**src/rtl/arbiter_wrr_pkg.sv**
```systemverilog
// Shared types and helpers for the weighted round-robin arbiter family.
// Optional lock feature across the bundle is enabled with ARBITER_WRR_LOCK_EN.
package arbiter_pkg;

    typedef enum logic [0:0] {
        ARB_IDLE  = 1'b0,
        ARB_GRANT = 1'b1
    } arb_state_e;

    // A zero quantum would starve the holder, so it is promoted to one.
    function automatic logic [31:0] eff_weight(input logic [31:0] w);
        return (w == 32'd0) ? 32'd1 : w;
    endfunction

    function automatic int mod_inc(input int v, input int n);
        return (v + 1 >= n) ? 0 : v + 1;
    endfunction

endpackage

```
**src/rtl/arbiter_wrr_if.sv**
```systemverilog
// Request/grant bundle between requesters and the weighted round-robin arbiter.
// iLock exists only when ARBITER_WRR_LOCK_EN is defined.
interface arbiter_wrr_if #(
    parameter int NUM_PORTS       = 4,
    parameter int NUM_PORTS_WIDTH = 2,
    parameter int WEIGHT_WIDTH    = 4
);
    logic [NUM_PORTS-1:0]              iRequest;
    logic [NUM_PORTS*WEIGHT_WIDTH-1:0] iWeight;
    logic                              iPortBusy;
`ifdef ARBITER_WRR_LOCK_EN
    logic [NUM_PORTS-1:0]              iLock;
`endif
    logic [NUM_PORTS-1:0]              oGrant;
    logic [NUM_PORTS_WIDTH-1:0]        oSelected;
    logic                              oActive;
    logic [WEIGHT_WIDTH-1:0]           oCredit;

`ifdef ARBITER_WRR_LOCK_EN
    modport master (output iRequest, iWeight, iPortBusy, iLock,
                    input  oGrant, oSelected, oActive, oCredit);
    modport slave  (input  iRequest, iWeight, iPortBusy, iLock,
                    output oGrant, oSelected, oActive, oCredit);
`else
    modport master (output iRequest, iWeight, iPortBusy,
                    input  oGrant, oSelected, oActive, oCredit);
    modport slave  (input  iRequest, iWeight, iPortBusy,
                    output oGrant, oSelected, oActive, oCredit);
`endif
endinterface

```
**src/rtl/arbiter_rr_find_next.sv**
```systemverilog
// Rotating priority encoder: first requester after iLast, wrapping back to iLast.
// Works for any NUM_PORTS, power of two or not.
module arbiter_rr_find_next
    import arbiter_pkg::*;
#(
    parameter int NUM_PORTS       = 4,
    parameter int NUM_PORTS_WIDTH = 2
) (
    input  logic [NUM_PORTS-1:0]       iRequest,
    input  logic [NUM_PORTS_WIDTH-1:0] iLast,
    output logic [NUM_PORTS_WIDTH-1:0] oCandidate,
    output logic                       oAny
);

    always_comb begin
        int idx;
        idx        = int'(iLast);
        oCandidate = iLast;
        oAny       = 1'b0;
        for (int i = 0; i < NUM_PORTS; i++) begin
            idx = mod_inc(idx, NUM_PORTS);
            if (!oAny && iRequest[idx]) begin
                oCandidate = NUM_PORTS_WIDTH'(idx);
                oAny       = 1'b1;
            end
        end
    end

endmodule

```
**src/rtl/arbiter_wrr.sv**
```systemverilog
// Weighted round-robin arbiter: each holder keeps the grant for up to its quantum.
// Define ARBITER_WRR_LOCK_EN to add per-port iLock (atomic bursts).
module arbiter_wrr
    import arbiter_pkg::*;
#(
    parameter int NUM_PORTS       = 4,
    parameter int NUM_PORTS_WIDTH = 2,
    parameter int WEIGHT_WIDTH    = 4
) (
    input logic          iClk,
    input logic          iReset_n,
    arbiter_wrr_if.slave bus
);

    logic [NUM_PORTS_WIDTH-1:0] rLast_q, rLast_d;
    logic                       rActive_q, rActive_d;
    logic [WEIGHT_WIDTH-1:0]    rCredit_q, rCredit_d;
    logic [NUM_PORTS_WIDTH-1:0] candidate;
    logic                       any_req;
    logic [WEIGHT_WIDTH-1:0]    load_weight;
    logic                       holder_req;
    logic                       holder_lock;
    arb_state_e                 state;

    arbiter_rr_find_next #(
        .NUM_PORTS      (NUM_PORTS),
        .NUM_PORTS_WIDTH(NUM_PORTS_WIDTH)
    ) u_find_next (
        .iRequest  (bus.iRequest),
        .iLast     (rLast_q),
        .oCandidate(candidate),
        .oAny      (any_req)
    );

    assign state       = rActive_q ? ARB_GRANT : ARB_IDLE;
    assign holder_req  = bus.iRequest[rLast_q];
    assign load_weight = WEIGHT_WIDTH'(eff_weight(
                             32'(bus.iWeight[int'(candidate)*WEIGHT_WIDTH +: WEIGHT_WIDTH])));
`ifdef ARBITER_WRR_LOCK_EN
    assign holder_lock = bus.iLock[rLast_q];
`else
    assign holder_lock = 1'b0;
`endif

    always_comb begin
        rLast_d   = rLast_q;
        rActive_d = rActive_q;
        rCredit_d = rCredit_q;
        if (!bus.iPortBusy) begin
            if (state == ARB_GRANT && holder_req &&
                (holder_lock || rCredit_q > WEIGHT_WIDTH'(1))) begin
                // A locked holder keeps its credit so counting resumes where it paused.
                if (!holder_lock) begin
                    rCredit_d = rCredit_q - WEIGHT_WIDTH'(1);
                end
            end else if (any_req) begin
                rLast_d   = candidate;
                rActive_d = 1'b1;
                rCredit_d = load_weight;
            end else begin
                rActive_d = 1'b0;
                rCredit_d = '0;
            end
        end
    end

    always_ff @(posedge iClk or negedge iReset_n) begin
        if (!iReset_n) begin
            rLast_q   <= NUM_PORTS_WIDTH'(NUM_PORTS - 1);
            rActive_q <= 1'b0;
            rCredit_q <= '0;
        end else begin
            rLast_q   <= rLast_d;
            rActive_q <= rActive_d;
            rCredit_q <= rCredit_d;
        end
    end

    assign bus.oGrant    = rActive_q ? (NUM_PORTS'(1) << rLast_q) : '0;
    assign bus.oSelected = rLast_q;
    assign bus.oActive   = rActive_q;
    assign bus.oCredit   = rCredit_q;

endmodule
```
**src/flat_wrapper.sv**
```systemverilog
// flat-port wrapper written by rule: the top's interface ports become plain ports
module arbiter_wrr_flat import arbiter_pkg::*;
#(
    parameter int NUM_PORTS       = 4,
    parameter int NUM_PORTS_WIDTH = 2,
    parameter int WEIGHT_WIDTH    = 4
)
  (iClk, iReset_n, bus_iRequest, bus_iWeight, bus_iPortBusy, bus_oGrant, bus_oSelected, bus_oActive, bus_oCredit);
  arbiter_wrr_if #(.NUM_PORTS(NUM_PORTS), .NUM_PORTS_WIDTH(NUM_PORTS_WIDTH), .WEIGHT_WIDTH(WEIGHT_WIDTH)) bus_i ();
  input logic iClk;
  input logic iReset_n;
  input wire logic [$bits(bus_i.iRequest)-1:0] bus_iRequest;
  input wire logic [$bits(bus_i.iWeight)-1:0] bus_iWeight;
  input wire logic [$bits(bus_i.iPortBusy)-1:0] bus_iPortBusy;
  output wire logic [$bits(bus_i.oGrant)-1:0] bus_oGrant;
  output wire logic [$bits(bus_i.oSelected)-1:0] bus_oSelected;
  output wire logic [$bits(bus_i.oActive)-1:0] bus_oActive;
  output wire logic [$bits(bus_i.oCredit)-1:0] bus_oCredit;
  assign bus_i.iRequest = bus_iRequest;
  assign bus_i.iWeight = bus_iWeight;
  assign bus_i.iPortBusy = bus_iPortBusy;
  assign bus_oGrant = bus_i.oGrant;
  assign bus_oSelected = bus_i.oSelected;
  assign bus_oActive = bus_i.oActive;
  assign bus_oCredit = bus_i.oCredit;
  arbiter_wrr #(.NUM_PORTS(NUM_PORTS), .NUM_PORTS_WIDTH(NUM_PORTS_WIDTH), .WEIGHT_WIDTH(WEIGHT_WIDTH)) u_core (.iClk(iClk), .iReset_n(iReset_n), .bus(bus_i));
endmodule
```
**config.mk**
```make
export PLATFORM = sky130hd
export DESIGN_NAME = arbiter_wrr_flat
export DESIGN_NICKNAME = d
export VERILOG_FILES = /design/src/rtl/arbiter_wrr_pkg.sv /design/src/rtl/arbiter_wrr_if.sv /design/src/rtl/arbiter_rr_find_next.sv /design/src/rtl/arbiter_wrr.sv /design/src/flat_wrapper.sv
export SDC_FILE = /design/constraint.sdc
export NUM_CORES = 1
export LEC_CHECK = 0
export BUFFER_PORTS_ARGS = -buffer_cell sky130_fd_sc_hd__buf_2
export CORE_MARGIN = 3
export CORE_UTILIZATION = 45
export CTS_BUF_LIST = sky130_fd_sc_hd__clkbuf_8
export DETAILED_ROUTE_END_ITERATION = 8
export PLACE_DENSITY = 0.75
export SYNTH_ARGS = -nofsm -noshare
export SYNTH_HDL_FRONTEND = slang
export SYNTH_SLANG_ARGS = --single-unit
```
**constraint.sdc**
```tcl
create_clock -name iClk -period 8 [get_ports iClk]
set_input_delay 0.8 -clock iClk [delete_from_list [all_inputs] [get_ports iClk]]
set_output_delay 0.8 -clock iClk [all_outputs]
set_load 0.005 [all_outputs]
```
==> flow_metrics.tcl, run 1 <==
set metrics [dict create \
    wl_per_cell_um 13.5 \
    antenna_cells 0 \
    slew_headroom 0.620 \
    yosys_warnings 0 \
    overflow 0 \
    finalSetupViolations 0 \
    grt_pass1_vias 991 \
    row_count 16 \
    seq_area_frac_synth 0.173 \
    initialDrtViolationCount 27 \
    fmax_ghz 0.315 \
    synth_area_um2 1020 \
    cts.sinks 7 \
    synthDistinctLibCells 50 \
    reg2reg_depth 10 \
    cts_resized 0 \
    critPathCaptureType "flop" \
    setup_tns_ps 0 \
    cap_violations 0 \
    start_kind "flop" \
    r2r-end "u_core.bus.oCredit[2]" \
    vdd_ir_drop_max_uv 290 \
    grt_setup_unrepaired "no" \
    grtUsageTotal 0.186 \
    crit_path_start "u_core.bus.oSelected[0]" \
    h-tree-depth 1 \
    numPortBuffers 33 \
    drtPass1Iterations 4 \
    start_util 0.497 \
    synthMuxAreaShare 0.0745 \
    grt_pass1_wl_um 4030 \
    die-area_um2 2890 \
    finalClockSkew_ps 1.93 \
    die_h_um 53.7 \
    r2r-start "u_core.bus.oSelected[0]" \
    post-place-ws_ps 4860 \
    crit_arrival_ps 3290 \
    remaining_drc_errors 0 \
    clock-root-buffer "clkbuf_8" \
    num_vias 1085 \
    synth_nets 155 \
    leakagePower_nw 0.599 \
    crit_required_ps 8110 \
    nNetsFinal 189 \
    area_growth_pct 20.1 \
    hpwl_um 1950 \
    synth_top_family_by_area "compound AO/OA/AOI/OAI gates" \
    report.final.hold_viol_count 0 \
    cts_buffers 3 \
    clockBufferDepth 2 \
    io_pins 34 \
    rrSetupSlack_ps 4830 \
    synth_compound_area_frac 0.377 \
    ant_nets 0 \
    path_class "reg -> reg" \
    utilization 0.597 \
    synthFlopType "dfrtp_1" \
    synthCells 123 \
    layout-drive-gt1-share 0.321 \
    final.min_clock_period_ps 3170 \
    core_um2 2060 \
    die_x_um 53.7 \
    synth_fa_ha_area_frac 0.110 \
    vias_per_cell 5.93 \
    nFillCells 193 \
    place_congestion 0.814 \
    hp-class "in -> async" \
    whs_ps 394 \
    design_power_total_mw 0.597 \
    status "completed" \
    endpoint "u_core.bus.oCredit[2]" \
    critical_path.max_fanout 18 \
    antenna_found_initial 0 \
    cts_tree "done" \
    period_share 0.397 \
    hold_buffers 0 \
    synth-async-reset-ratio 1.00 \
    avgSynthCellArea_um2 8.33 \
    routed_wl_um 2470 \
    post_cts_buffers 0 \
    yosys.area_share.simple 0.195 \
    fin_ws_ps 4830 \
    synth_edf_count 0 \
    synth_xor_area_frac 0 \
    final_max_slew_viol_count 0 \
    path_clk_slew_ps 40 \
    power.density_nw_per_um2 485 \
    grt_max_degree 19 \
    tightest_slew_ps 569 \
    synth_seq_cells 7 \
    clock_latency_ps 230 \
]
[synth_stat cells (3+ instances only)]
cell | number | share of area
dfrtp_1 | 5 | 0.12
nor2_1 | 6 | 0.022
o21ai_0 | 5 | 0.024
mux2i_1 | 5 | 0.049
nand2_1 | 13 | 0.048
o21a_1 | 3 | 0.022
buf_6 | 3 | 0.033
ha_1 | 9 | 0.11
and2_1 | 4 | 0.024
inv_1 | 9 | 0.033
a21oi_1 | 5 | 0.024
o211ai_1 | 5 | 0.037
a22oi_1 | 4 | 0.029
[sequential cells by signal, indices dropped and copies added, names as in the netlist]
| name | flops |
|---|---|
| u_core.bus.oSelected | 2 |
| u_core.bus.oActive | 1 |
| u_core.bus.oCredit | 4 |
[routing by layer]
layer,GRT usage,wire length [um],vias to the layer above
li1,-,-,541
met1,0.237,1120,489
met2,0.304,1110,50
met3,0.0471,203,5
met4,0.0596,33,0
met5,0,0,-
[final cells by class]
class	instances	area, um2	area share
Sequential cell	7	178	0.144
Clock buffer	3	41.3	0.0335
Multi-Input combinational cell	103	776	0.630
Timing Repair Buffer	33	165	0.134
Inverter	9	33.8	0.0274
Clock inverter	1	3.75	0.00305
Tap cell	27	33.8	0.0274
[worst max-delay path, cell delays in order, from the launching register on]
cell and delay [ps]:
dfstp_2 740, inv_1 180, ha_1 260, o21bai_2 270, a211o_1 210, a31oi_1 120, o211ai_1 350, o21a_2 300
mux2i_1 200, a22oi_1 110, a211o_1 300
[cell usage in the layout, fill, tap and decap left out, types with 2 or more instances in the layout]
| master | count |
|---|---|
| a21o_1 | 2 |
| inv_1 | 10 |
| nand4_1 | 2 |
| or3_1 | 2 |
| o211ai_1 | 5 |
| and2_1 | 4 |
| a21oi_2 | 2 |
| o21ai_0 | 5 |
| mux2i_1 | 5 |
| a211o_1 | 2 |
| o221ai_1 | 2 |
| buf_2 | 33 |
| nand3_1 | 2 |
| a31oi_1 | 2 |
| a211oi_1 | 2 |
| clkbuf_8 | 3 |
| nand2_1 | 13 |
| dfrtp_1 | 5 |
| dfstp_2 | 2 |
| o21a_1 | 3 |
| a21oi_1 | 5 |
| nor2_1 | 6 |
| a22oi_1 | 4 |
| ha_1 | 9 |
[how the worst min path moves through the flow]
stage                     slack (ps)  cells past startpoint                 endpoint                    start
after floorplan                  500                      0       u_core.bus.oActive                 iReset_n
after global placement           530                      2  u_core.bus.oSelected[1]  u_core.bus.oSelected[1]
after detailed placement         540                      2  u_core.bus.oSelected[1]  u_core.bus.oSelected[1]
after CTS                        400                      1    u_core.bus.oCredit[3]                 iReset_n
after global routing             400                      1    u_core.bus.oCredit[3]                 iReset_n
final                            390                      1    u_core.bus.oCredit[3]                 iReset_n
[where the power goes]
part,total [mW],internal [mW],switching [mW]
clock,0.0499,0.0333,0.0167
combinational,0.455,0.192,0.263
sequential,0.0922,0.0589,0.0332
[cell families after synthesis]
group | count (synthesis)
buf+inv | 13
compound gates | 50
simple gates | 37
fa+ha+maj | 9
flops | 7
mux | 7
[per-stage QoR]
stage	cells	instance area, um2
after CTS	183	1230
after detailed placement	179	1190
after global routing	183	1230
after global placement	179	1190
final	183	1230
after floorplan	123	1020
No activity file was read; power rests on OpenSTA's default activity.
==> run 2: changes to the inputs <==
--- a/config.mk
+++ b/config.mk
@@ -5,12 +5,13 @@
 export SDC_FILE = /design/constraint.sdc
 export NUM_CORES = 1
 export LEC_CHECK = 0
+export ABC_AREA = 1
 export BUFFER_PORTS_ARGS = -buffer_cell sky130_fd_sc_hd__buf_2
 export CORE_MARGIN = 3
 export CORE_UTILIZATION = 45
 export CTS_BUF_LIST = sky130_fd_sc_hd__clkbuf_8
 export DETAILED_ROUTE_END_ITERATION = 8
-export PLACE_DENSITY = 0.75
+export PLACE_DENSITY = 0.78
 export SYNTH_ARGS = -nofsm -noshare
 export SYNTH_HDL_FRONTEND = slang
 export SYNTH_SLANG_ARGS = --single-unit
==> constraint.sdc (replaced) <==
create_clock -name iClk -period 2.6 [get_ports iClk]
set_input_delay 0.26 -clock iClk [delete_from_list [all_inputs] [get_ports iClk]]
set_output_delay 0.26 -clock iClk [all_outputs]
set_load 0.005 [all_outputs]
==> run 2 against run 1 <==
  * Die area rose by 4.1%
  * Via count rose by 19%
  * Core utilization rose by 9.8 points
  * Count of clock-buffer cells in the layout did not move
  * Sequential cell count did not move
  * Register-to-register slack got worse by 4800 ps
  * Sequential share of layout area fell by 3.0 points
  * Critical path depth rose by 6
  * Synthesized cell count rose by 38%
  * Non-clock buffer count rose by 13
  * Worst hold slack got worse by 90 ps
  * Routed wire length rose by 32%
==> flow_metrics.tcl, run 2 <==
set metrics [dict create \
    critPathCaptureType "flop" \
    synth_area_um2 1070 \
    clock-root-buffer "clkbuf_8" \
    cts_tree "done" \
    die_h_um 54.8 \
    r2r-start "u_core.bus.oSelected[0]" \
    path_class "reg -> reg" \
    hp-class "in -> reg" \
    die-area_um2 3000 \
    antenna_cells 0 \
    synth_seq_cells 7 \
    remaining_drc_errors 0 \
    utilization 0.695 \
    hp-start "bus_iPortBusy" \
    synth_area_leader_cell "nand2_1" \
    path_clk_slew_ps 40 \
    vias_per_cell 5.23 \
    grtUsageTotal 0.183 \
    largest_register_ffs 4 \
    overflow 0 \
    cts.sinks 7 \
    cap_violations 0 \
    fmax_ghz 0.396 \
    synthFlopType "dfrtp_1" \
    final_cell_mix "53 x nand2_1, 33 x buf_2, 17 x inv_1" \
    layout_commonest_cell "nand2_1" \
    synthCells 170 \
    numPortBuffers 33 \
    h-tree-depth 1 \
    status "completed" \
    grt_setup_unrepaired "yes" \
    crit_path_start "u_core.bus.oSelected[0]" \
    finalClockSkew_ps 2.20 \
    nNetsFinal 252 \
    tightest_slew_ps 328 \
    synth_top_area_frac 0.203 \
    yosysMostFrequentCell "nand2_1" \
    ant_nets 0 \
    clock_latency_ps 240 \
    nFillCells 176 \
    period_share 0.972 \
    clockBufferDepth 2 \
    synth-async-reset-ratio 1.00 \
    io_pins 34 \
    synth_edf_count 0 \
    avgSynthCellArea_um2 6.31 \
    die_x_um 54.8 \
    report.final.hold_viol_count 0 \
    crit_arrival_ps 2650 \
    crit_required_ps 2720 \
    cts_buffers 3 \
    seq_area_frac_synth 0.166 \
    synthTopCellsByCount "58 x nand2_1, 23 x nand3_1, 18 x inv_1" \
    antenna_found_initial 0 \
    initialDrtViolationCount 33 \
    grt_pass1_vias 996 \
    fin_area_um2 1550 \
    start_util 0.480 \
    synthTopCellsByArea "nand2_1 20%, dfrtp_1 12%, nand3_1 11%" \
    slew_headroom 0.781 \
    finalSetupViolations 0 \
    core_um2 2230 \
    grt_max_degree 13 \
    wl_per_cell_um 13.1 \
    final.min_clock_period_ps 2530 \
    yosys_warnings 0 \
    area_growth_pct 44.7 \
    critical_path.max_fanout 6 \
    synth_nets 202 \
    num_vias 1292 \
    start_kind "flop" \
    routed_wl_um 3240 \
    placed_cell_area_um2 1280 \
    drtPass1Iterations 4 \
    place_congestion 0.877 \
    grt_pass1_wl_um 4060 \
    row_count 17 \
    synthDistinctLibCells 30 \
    layout-drive-gt1-share 0.447 \
    final_max_slew_viol_count 0 \
    hpwl_um 2270 \
]
[run 2: timing repair]
action,4_1_cts,5_1_grt
endpoints found under the setup margin,0,4
hold buffers,1,0
hold endpoints to repair,5,0
buffers inserted,0,10
resized for setup,0,35
[run 2: through the flow]
step                hold WS [ps]  worst slack [ps]  TNS, ps  instances
finish                       304              73.0        0        247
global route                 324              -108     -195        247
CTS                          312              31.9        0        237
detailed placement           105              35.7        0        232
global placement            97.9               136        0        232
floorplan                  -35.6               231        0        170
[run 2: path summary, 6_finish.rpt]
kind                       depth (start not counted)                 endpoint  slack [ps]
max                                               16    u_core.bus.oCredit[0]          70
min                                                3       u_core.bus.oActive         300
max reg2reg                                       16    u_core.bus.oCredit[0]          70
min reg2reg                                        2  u_core.bus.oSelected[1]         570
max in group asynchronous                          2  u_core.bus.oSelected[0]        1990
min in group asynchronous                          2       u_core.bus.oActive         380
[run 2: cell families (layout without fill, tap and decap cells)]
family	Yosys count	after routing	synth area share
and+or+nand+nor	108	108	0.498
buffers and inverters	23	72	0.0875
AOI/OAI and AO/OA	22	22	0.135
adders and majority gates	9	9	0.105
DFF	7	7	0.166
xor gates and xnor gates	1	1	0.00817
[run 2: final cells by class]
cell class	count	area, um2	area share
Clock inverter	1	3.75	0.00242
Sequential cell	7	178	0.115
Clock buffer	3	41.3	0.0266
Tap cell	28	35.0	0.0226
Multi-Input combinational cell	140	927	0.598
Timing Repair Buffer	46	277	0.178
Inverter	22	90.1	0.0581
[run 2: per-layer routing]
layer  wire length [um]  share of wire  track usage  vias to the layer above
li1                   -              -            -                      647
met1               1300           0.40        0.221                      596
met2               1750           0.54        0.325                       42
met3                142          0.044       0.0191                        7
met4                 57          0.018       0.0747                        0
met5                  0              0            0                        -
[run 2: worst max-delay path, cell delays in order, from the launching register on]
cell      delay, ps
dfstp_2         640
inv_4            80
buf_4           140
ha_1            190
nand3b_1        190
inv_2            80
nand2_2          50
nand2_2         100
nand3_4         160
o21ai_4         290
inv_2           110
nand3_2          90
nand2_1          70
nand3_2          60
nand2_1          50
nand2_1          60
a21oi_2          50
Power of run 2 is not shown: default switching activity piles up to over one toggle a cycle in this logic, so the estimate is an artifact.
